`config.mk`:
```
export PLATFORM = sky130hd
export DESIGN_NAME = control_unit_pipe
export DESIGN_NICKNAME = d
export VERILOG_FILES = /design/src/rtl/control_pkg.sv /design/src/rtl/control_decoder.sv /design/src/rtl/control_unit_pipe.sv
export SDC_FILE = /design/constraint.sdc
export NUM_CORES = 1
export LEC_CHECK = 0
export ABC_AREA = 1
export BUFFER_PORTS_ARGS = -buffer_cell sky130_fd_sc_hd__buf_2
export CAP_MARGIN = 15
export CORE_MARGIN = 8
export CORE_UTILIZATION = 40
export DETAILED_ROUTE_END_ITERATION = 12
export SLEW_MARGIN = 25
export SYNTH_ARGS = -nofsm -noshare
export SYNTH_HDL_FRONTEND = slang
export SYNTH_HIERARCHICAL = 1
export SYNTH_SLANG_ARGS = --single-unit
```
`constraint.sdc`:
```
create_clock -name clk -period 1.7 [get_ports clk]
set_input_delay 0.34 -clock clk [delete_from_list [all_inputs] [get_ports clk]]
set_output_delay 0.34 -clock clk [all_outputs]
set_load 0.01 [all_outputs]
```
`src/rtl/control_pkg.sv`:
```
`default_nettype none
// ============================================================================
// Module   : control_pkg
// Brief    : Opcode/ALUControl encodings and control-word layout for the
//            group processor's pipelined control unit.
// Revision : 1.0
// ============================================================================
package control_pkg;

    localparam logic [4:0] OP_MOD  = 5'b00000;
    localparam logic [4:0] OP_ADD  = 5'b00001;
    localparam logic [4:0] OP_AND  = 5'b00010;
    localparam logic [4:0] OP_SUB  = 5'b00011;
    localparam logic [4:0] OP_MUL  = 5'b00100;
    localparam logic [4:0] OP_CNB  = 5'b00101;
    localparam logic [4:0] OP_BEQ  = 5'b01000;
    localparam logic [4:0] OP_BGT  = 5'b01001;
    localparam logic [4:0] OP_ADDI = 5'b10000;
    localparam logic [4:0] OP_SRL  = 5'b10001;
    localparam logic [4:0] OP_SLL  = 5'b10010;
    localparam logic [4:0] OP_SB   = 5'b10011;
    localparam logic [4:0] OP_LB   = 5'b10100;
    localparam logic [4:0] OP_LW   = 5'b10101;

    localparam logic [3:0] ALU_ADD = 4'b0000;
    localparam logic [3:0] ALU_SUB = 4'b0001;
    localparam logic [3:0] ALU_MUL = 4'b0010;
    localparam logic [3:0] ALU_MOD = 4'b0011;
    localparam logic [3:0] ALU_AND = 4'b0100;
    localparam logic [3:0] ALU_CNB = 4'b0101;
    localparam logic [3:0] ALU_SRL = 4'b1000;
    localparam logic [3:0] ALU_SLL = 4'b1001;

    typedef struct packed {
        logic regw;
        logic alusrc;
        logic branch;
        logic memw;
        logic memtoreg;
        logic imm;
    } ctrl_word_t;

endpackage
`default_nettype wire

```
`src/rtl/control_decoder.sv`:
```
`default_nettype none
// ============================================================================
// Module   : control_decoder
// Brief    : Combinational opcode decode to ALUControl, control word,
//            multi-cycle flag and illegal-opcode flag.
// Revision : 1.0
// ============================================================================
module control_decoder
    import control_pkg::*;
#(
    parameter int OPW = 5
) (
    input  logic [OPW-1:0] i_opcode,
    output logic [3:0]     o_aluctl,
    output ctrl_word_t     o_cw,
    output logic           o_is_multi,
    output logic           o_illegal
);

    localparam ctrl_word_t c_cw_alu  = 6'b100000;
    localparam ctrl_word_t c_cw_beq  = 6'b001001;
    localparam ctrl_word_t c_cw_bgt  = 6'b001000;
    localparam ctrl_word_t c_cw_addi = 6'b110001;
    localparam ctrl_word_t c_cw_sb   = 6'b010101;
    localparam ctrl_word_t c_cw_load = 6'b110011;

    logic [4:0] w_op5;
    logic       w_upper_nz;

    // Wider opcodes with any bit above bit 4 set are undefined.
    generate
        if (OPW > 5) begin : g_wide
            assign w_op5      = i_opcode[4:0];
            assign w_upper_nz = |i_opcode[OPW-1:5];
        end else begin : g_narrow
            assign w_op5      = 5'(i_opcode);
            assign w_upper_nz = 1'b0;
        end
    endgenerate

    always_comb begin
        o_aluctl   = ALU_ADD;
        o_cw       = '0;
        o_is_multi = 1'b0;
        o_illegal  = 1'b0;
        case (w_op5)
            OP_MOD:  begin o_aluctl = ALU_MOD; o_cw = c_cw_alu; o_is_multi = 1'b1; end
            OP_ADD:  begin o_aluctl = ALU_ADD; o_cw = c_cw_alu;  end
            OP_AND:  begin o_aluctl = ALU_AND; o_cw = c_cw_alu;  end
            OP_SUB:  begin o_aluctl = ALU_SUB; o_cw = c_cw_alu;  end
            OP_MUL:  begin o_aluctl = ALU_MUL; o_cw = c_cw_alu; o_is_multi = 1'b1; end
            OP_CNB:  begin o_aluctl = ALU_CNB; o_cw = c_cw_alu;  end
            OP_BEQ:  begin o_aluctl = ALU_ADD; o_cw = c_cw_beq;  end
            OP_BGT:  begin o_aluctl = ALU_ADD; o_cw = c_cw_bgt;  end
            OP_ADDI: begin o_aluctl = ALU_ADD; o_cw = c_cw_addi; end
            OP_SRL:  begin o_aluctl = ALU_SRL; o_cw = c_cw_alu;  end
            OP_SLL:  begin o_aluctl = ALU_SLL; o_cw = c_cw_alu;  end
            OP_SB:   begin o_aluctl = ALU_ADD; o_cw = c_cw_sb;   end
            OP_LB:   begin o_aluctl = ALU_ADD; o_cw = c_cw_load; end
            OP_LW:   begin o_aluctl = ALU_ADD; o_cw = c_cw_load; end
            default: o_illegal = 1'b1;
        endcase
        if (w_upper_nz) begin
            o_aluctl   = ALU_ADD;
            o_cw       = '0;
            o_is_multi = 1'b0;
            o_illegal  = 1'b1;
        end
    end

endmodule
`default_nettype wire

```
`src/rtl/control_unit_pipe.sv`:
```
`default_nettype none
// ============================================================================
// Module   : control_unit_pipe
// Brief    : Pipelined control unit: decode into EX, then MEM and WB copies,
//            with multi-cycle MUL/MOD hold, stall, flush and illegal detect.
// Revision : 1.0
// ============================================================================
module control_unit_pipe
    import control_pkg::*;
#(
    parameter int OPW        = 5,
    parameter int ALUCW      = 4,
    parameter int MUL_CYCLES = 3,
    parameter int MOD_CYCLES = 8
) (
    input  logic             clk,
    input  logic             rst,
    input  logic             valid_i,
    input  logic [OPW-1:0]   opcode_i,
    output logic             ready_o,
    input  logic             stall_i,
    input  logic             flush_i,
    output logic             ex_valid_o,
    output logic [ALUCW-1:0] ex_aluctl_o,
    output logic             ex_regw_o,
    output logic             ex_alusrc_o,
    output logic             ex_branch_o,
    output logic             ex_memw_o,
    output logic             ex_memtoreg_o,
    output logic             ex_imm_o,
    output logic             mem_valid_o,
    output logic             mem_regw_o,
    output logic             mem_memw_o,
    output logic             mem_memtoreg_o,
    output logic             wb_valid_o,
    output logic             wb_regw_o,
    output logic             wb_memtoreg_o,
    output logic             busy_o,
    output logic             illegal_o
);

    localparam int c_max_cycles = (MUL_CYCLES > MOD_CYCLES) ? MUL_CYCLES : MOD_CYCLES;
    localparam int c_cntw       = $clog2(c_max_cycles + 1);

    localparam logic [c_cntw-1:0] c_mul_load = c_cntw'(MUL_CYCLES - 1);
    localparam logic [c_cntw-1:0] c_mod_load = c_cntw'(MOD_CYCLES - 1);
    localparam logic [c_cntw-1:0] c_cnt_one  = c_cntw'(1);

    localparam logic [0:0] c_st_run   = 1'b0;
    localparam logic [0:0] c_st_multi = 1'b1;

    logic [3:0]        w_dec_alu;
    ctrl_word_t        w_dec_cw;
    logic              w_dec_multi;
    logic              w_dec_illegal;
    logic              w_accept;
    logic              w_flush;
    logic              w_in_multi;
    logic [c_cntw-1:0] w_multi_load;
    logic              w_go_multi;

    logic [0:0]        r_state;
    logic [c_cntw-1:0] r_cnt;
    logic              r_flush_pend;
    logic              r_illegal;
    logic              r_ex_valid;
    logic [ALUCW-1:0]  r_ex_alu;
    ctrl_word_t        r_ex_cw;
    logic              r_mem_valid;
    logic              r_mem_regw;
    logic              r_mem_memw;
    logic              r_mem_memtoreg;
    logic              r_wb_valid;
    logic              r_wb_regw;
    logic              r_wb_memtoreg;

    control_decoder #(
        .OPW (OPW)
    ) u_decoder (
        .i_opcode   (opcode_i),
        .o_aluctl   (w_dec_alu),
        .o_cw       (w_dec_cw),
        .o_is_multi (w_dec_multi),
        .o_illegal  (w_dec_illegal)
    );

    assign w_in_multi   = (r_state == c_st_multi);
    assign ready_o      = !stall_i && !w_in_multi;
    assign w_accept     = valid_i && ready_o;
    assign w_flush      = flush_i || r_flush_pend;
    assign w_multi_load = (w_dec_alu == ALU_MOD) ? c_mod_load : c_mul_load;
    // A one-cycle multi-cycle op loads a zero count and never leaves RUN.
    assign w_go_multi   = w_dec_multi && (w_multi_load != '0);

    always_ff @(posedge clk) begin
        if (rst) begin
            r_state        <= c_st_run;
            r_cnt          <= '0;
            r_flush_pend   <= 1'b0;
            r_illegal      <= 1'b0;
            r_ex_valid     <= 1'b0;
            r_ex_alu       <= '0;
            r_ex_cw        <= '0;
            r_mem_valid    <= 1'b0;
            r_mem_regw     <= 1'b0;
            r_mem_memw     <= 1'b0;
            r_mem_memtoreg <= 1'b0;
            r_wb_valid     <= 1'b0;
            r_wb_regw      <= 1'b0;
            r_wb_memtoreg  <= 1'b0;
        end else if (stall_i) begin
            // Everything freezes; a flush seen now is applied once the stall lifts.
            r_flush_pend <= r_flush_pend || flush_i;
        end else begin
            r_flush_pend  <= 1'b0;
            r_illegal     <= w_accept && w_dec_illegal;
            r_wb_valid    <= r_mem_valid;
            r_wb_regw     <= r_mem_regw;
            r_wb_memtoreg <= r_mem_memtoreg;

            if (w_in_multi || w_flush) begin
                r_mem_valid    <= 1'b0;
                r_mem_regw     <= 1'b0;
                r_mem_memw     <= 1'b0;
                r_mem_memtoreg <= 1'b0;
            end else begin
                r_mem_valid    <= r_ex_valid;
                r_mem_regw     <= r_ex_cw.regw;
                r_mem_memw     <= r_ex_cw.memw;
                r_mem_memtoreg <= r_ex_cw.memtoreg;
            end

            if (w_accept) begin
                r_ex_valid <= !w_dec_illegal;
                r_ex_alu   <= ALUCW'(w_dec_alu);
                r_ex_cw    <= w_dec_cw;
                r_state    <= w_go_multi ? c_st_multi : c_st_run;
                r_cnt      <= w_go_multi ? w_multi_load : '0;
            end else if (w_flush || !w_in_multi) begin
                r_ex_valid <= 1'b0;
                r_ex_alu   <= '0;
                r_ex_cw    <= '0;
                r_state    <= c_st_run;
                r_cnt      <= '0;
            end else begin
                r_cnt <= r_cnt - c_cnt_one;
                if (r_cnt == c_cnt_one) begin
                    r_state <= c_st_run;
                end
            end
        end
    end

    assign ex_valid_o     = r_ex_valid;
    assign ex_aluctl_o    = r_ex_alu;
    assign ex_regw_o      = r_ex_cw.regw;
    assign ex_alusrc_o    = r_ex_cw.alusrc;
    assign ex_branch_o    = r_ex_cw.branch;
    assign ex_memw_o      = r_ex_cw.memw;
    assign ex_memtoreg_o  = r_ex_cw.memtoreg;
    assign ex_imm_o       = r_ex_cw.imm;
    assign mem_valid_o    = r_mem_valid;
    assign mem_regw_o     = r_mem_regw;
    assign mem_memw_o     = r_mem_memw;
    assign mem_memtoreg_o = r_mem_memtoreg;
    assign wb_valid_o     = r_wb_valid;
    assign wb_regw_o      = r_wb_regw;
    assign wb_memtoreg_o  = r_wb_memtoreg;
    assign busy_o         = w_in_multi;
    assign illegal_o      = r_illegal;

endmodule
`default_nettype wire

```
==> impl_metrics.ini <==
[timing]
setup_viol = 0
fin_crit_ns = 1.35
slew-limit-headroom = 0.749
rsz0062_at_grt = false
clock.fmax_mhz = 741
drv_slew = 0
finClkSkew_ns = 0.00112
tns_ns = 0
tightest_slew_ns = 0.377
fin_crit_sh = 0.794
hold_viol_final = 0

[die]
fp.dieH_um = 72.7
fp.dieW_um = 72.7
dieArea_um2 = 5290
rows = 20
io_pins = 31
start_util = 0.421
core_area_um2 = 3050

[drt]
drt-initial-drc-count = 37
finalWirelength_um = 2990
dr.pass1.iters = 4
ant_nets = 0
wire_per_inst_um = 11.9
dr_total_vias = 1231
via_per_inst = 4.88
drc = 0

[synthesis]
synth_fp_nets = 190
ys_ff_latch = 25
async_reset_ff_frac = 0
synthCells = 178
synth_area_leader_cell = dfxtp_1
ys.flop_type = dfxtp_1
yosysUniqueCellTypes = 23
syn_avg_cell_area_um2 = 7.23
ys_seq_area_frac = 0.389
syn-cell-area_um2 = 1290
ys.warnings.count = 6
synth.area.top_cells = dfxtp_1, nand2_1, a21oi_2
synth_top_area_frac = 0.389
synth-edff-count = 0

[clock_tree]
holdBufCountCts = 0
cts_buffers = 3
ctsLongestPathBuffers = 2
post_cts_buffers = 0
ctsResizeCount = 0
clk_latency_ns = 0.31
cts_tree = built
clk_pin_slew_ns = 0.14
ctsRootBufferMaster = clkbuf_4
htreeDepth = 1
clock-sinks = 25

[placed_design]
hpwlAfterDp_um = 2400
dp_cells = 248
gp_congestion = 0.863
placement.io_buffers = 30

[grt]
grt_max_degree = 16
grt_pass1_vias = 1221
grt_pass1_wl_um = 5040
grt_use_total = 0.117
grt_overflow = 0
antenna_found_initial = 0

[layout]
seq_area_um2 = 500
mostFrequentLayoutCells = nand2_1, buf_2, dfxtp_1, inv_1
final_nets = 221
stdcell_count = 252
mostFrequentLayoutCell = nand2_1
multi_input_area_um2 = 657
syn_to_final_growth_pct = 16.1
drive_gt1_frac = 0.308
antenna_cells = 0
fillers = 339

[setup_path]
worstSetupPathType = reg -> out
crit_fanout = 5
start_kind = flop
end_kind = output port
r2r-end = r_cnt[2]
r2r_setup_slack_ns = 0.58
crit_arrival_ns = 1.01
reg2reg_from = r_cnt[0]
worst_r2r_path_depth = 7
critPathRequiredTime_ns = 1.36

[worst_hold_path]
hold_path.class = in -> reg
min_from = flush_i
hold_depth = 3
hold_end = r_flush_pend

[power]
power_density_nw_per_um2 = 703
ir_worst_vdd_uv = 233
power_leakage_uw = 0.000689

[job]
maxCapViolCount = 0

[run_status]
outcome = finished, final reports clean
[power by group]
| part | total (µW) | switching, µW | internal (µW) | leakage, µW |
|---|---|---|---|---|
| Clock | 266 | 176 | 89.6 | 0.0000139 |
| Combinational | 171 | 113 | 57.6 | 0.000472 |
| Sequential | 614 | 10.9 | 603 | 0.000203 |
[cells in the mapped netlist (3+ instances only)]
master,number
o21ai_0,9
nand3_1,13
a21oi_1,8
inv_1,16
nand2_1,45
a21oi_2,9
nor4_1,3
nand4_1,5
inv_2,5
buf_2,4
nor2_1,13
nor2_2,3
dfxtp_1,25
nand2_2,5
[cell type report]
cell class / count / share of cell area
Inverter: 21 / 0.0528
Multi-Input combinational cell: 125 / 0.440
Clock buffer: 3 / 0.0151
Tap cell: 44 / 0.0369
Sequential cell: 25 / 0.335
Timing Repair Buffer: 33 / 0.116
Clock inverter: 1 / 0.00503
[routing by layer]
layer | share of wire | vias to the layer above | track usage
met2 | 0.48 | 31 | 0.216
met5 | 0 | - | 0
met4 | 0.0050 | 0 | 0.0333
li1 | - | 643 | -
met3 | 0.062 | 2 | 0.0302
met1 | 0.46 | 555 | 0.125
[critical path, cell delays in order (launching register included)]
cell and delay (ns):
dfxtp_1 0.39, nor2_4 0.16, buf_2 0.16
[sequential cells by signal, indices dropped and copies added, names as in the netlist]
signal / count
busy_o: 1
ex_aluctl_o: 4
ex_alusrc_o: 1
ex_branch_o: 1
ex_imm_o: 1
ex_memtoreg_o: 1
ex_memw_o: 1
ex_regw_o: 1
ex_valid_o: 1
illegal_o: 1
mem_memtoreg_o: 1
mem_memw_o: 1
mem_regw_o: 1
mem_valid_o: 1
r_cnt: 4
r_flush_pend: 1
wb_memtoreg_o: 1
wb_regw_o: 1
wb_valid_o: 1
[through the flow]
stage	hold WS, ns	total power, µW	instance area [µm²]	util	setup slack, ns
after floorplan	0.409	747	1290	-	0.378
final	0.277	1050	1490	0.489	0.350
after global placement	0.449	794	1460	0.480	0.249
after CTS	0.271	1080	1490	0.489	0.329
after detailed placement	0.449	800	1460	0.480	0.207
after global routing	0.297	1110	1490	0.489	0.306
[how the worst max path moves through the flow]
| stage | from | endpoint | cells past startpoint |
|---|---|---|---|
| 2_1_floorplan | opcode_i[4] | r_cnt[2] | 8 |
| 3_3_place_gp | opcode_i[3] | r_cnt[2] | 9 |
| 3_5_place_dp | opcode_i[1] | r_cnt[2] | 8 |
| 4_1_cts | busy_o | ready_o | 2 |
| 5_1_grt | busy_o | ready_o | 2 |
| 6_report | busy_o | ready_o | 2 |
[cells by family (layout without fill, tap and decap cells)]
family / after synthesis / after routing / synth area share
compound gates: 28 / 28 / 0.137
fa+ha+maj: 2 / 2 / 0.0195
simple gates: 95 / 95 / 0.354
buf+inv: 28 / 58 / 0.100
flops: 25 / 25 / 0.389
(Power assumes the default switching activity.)
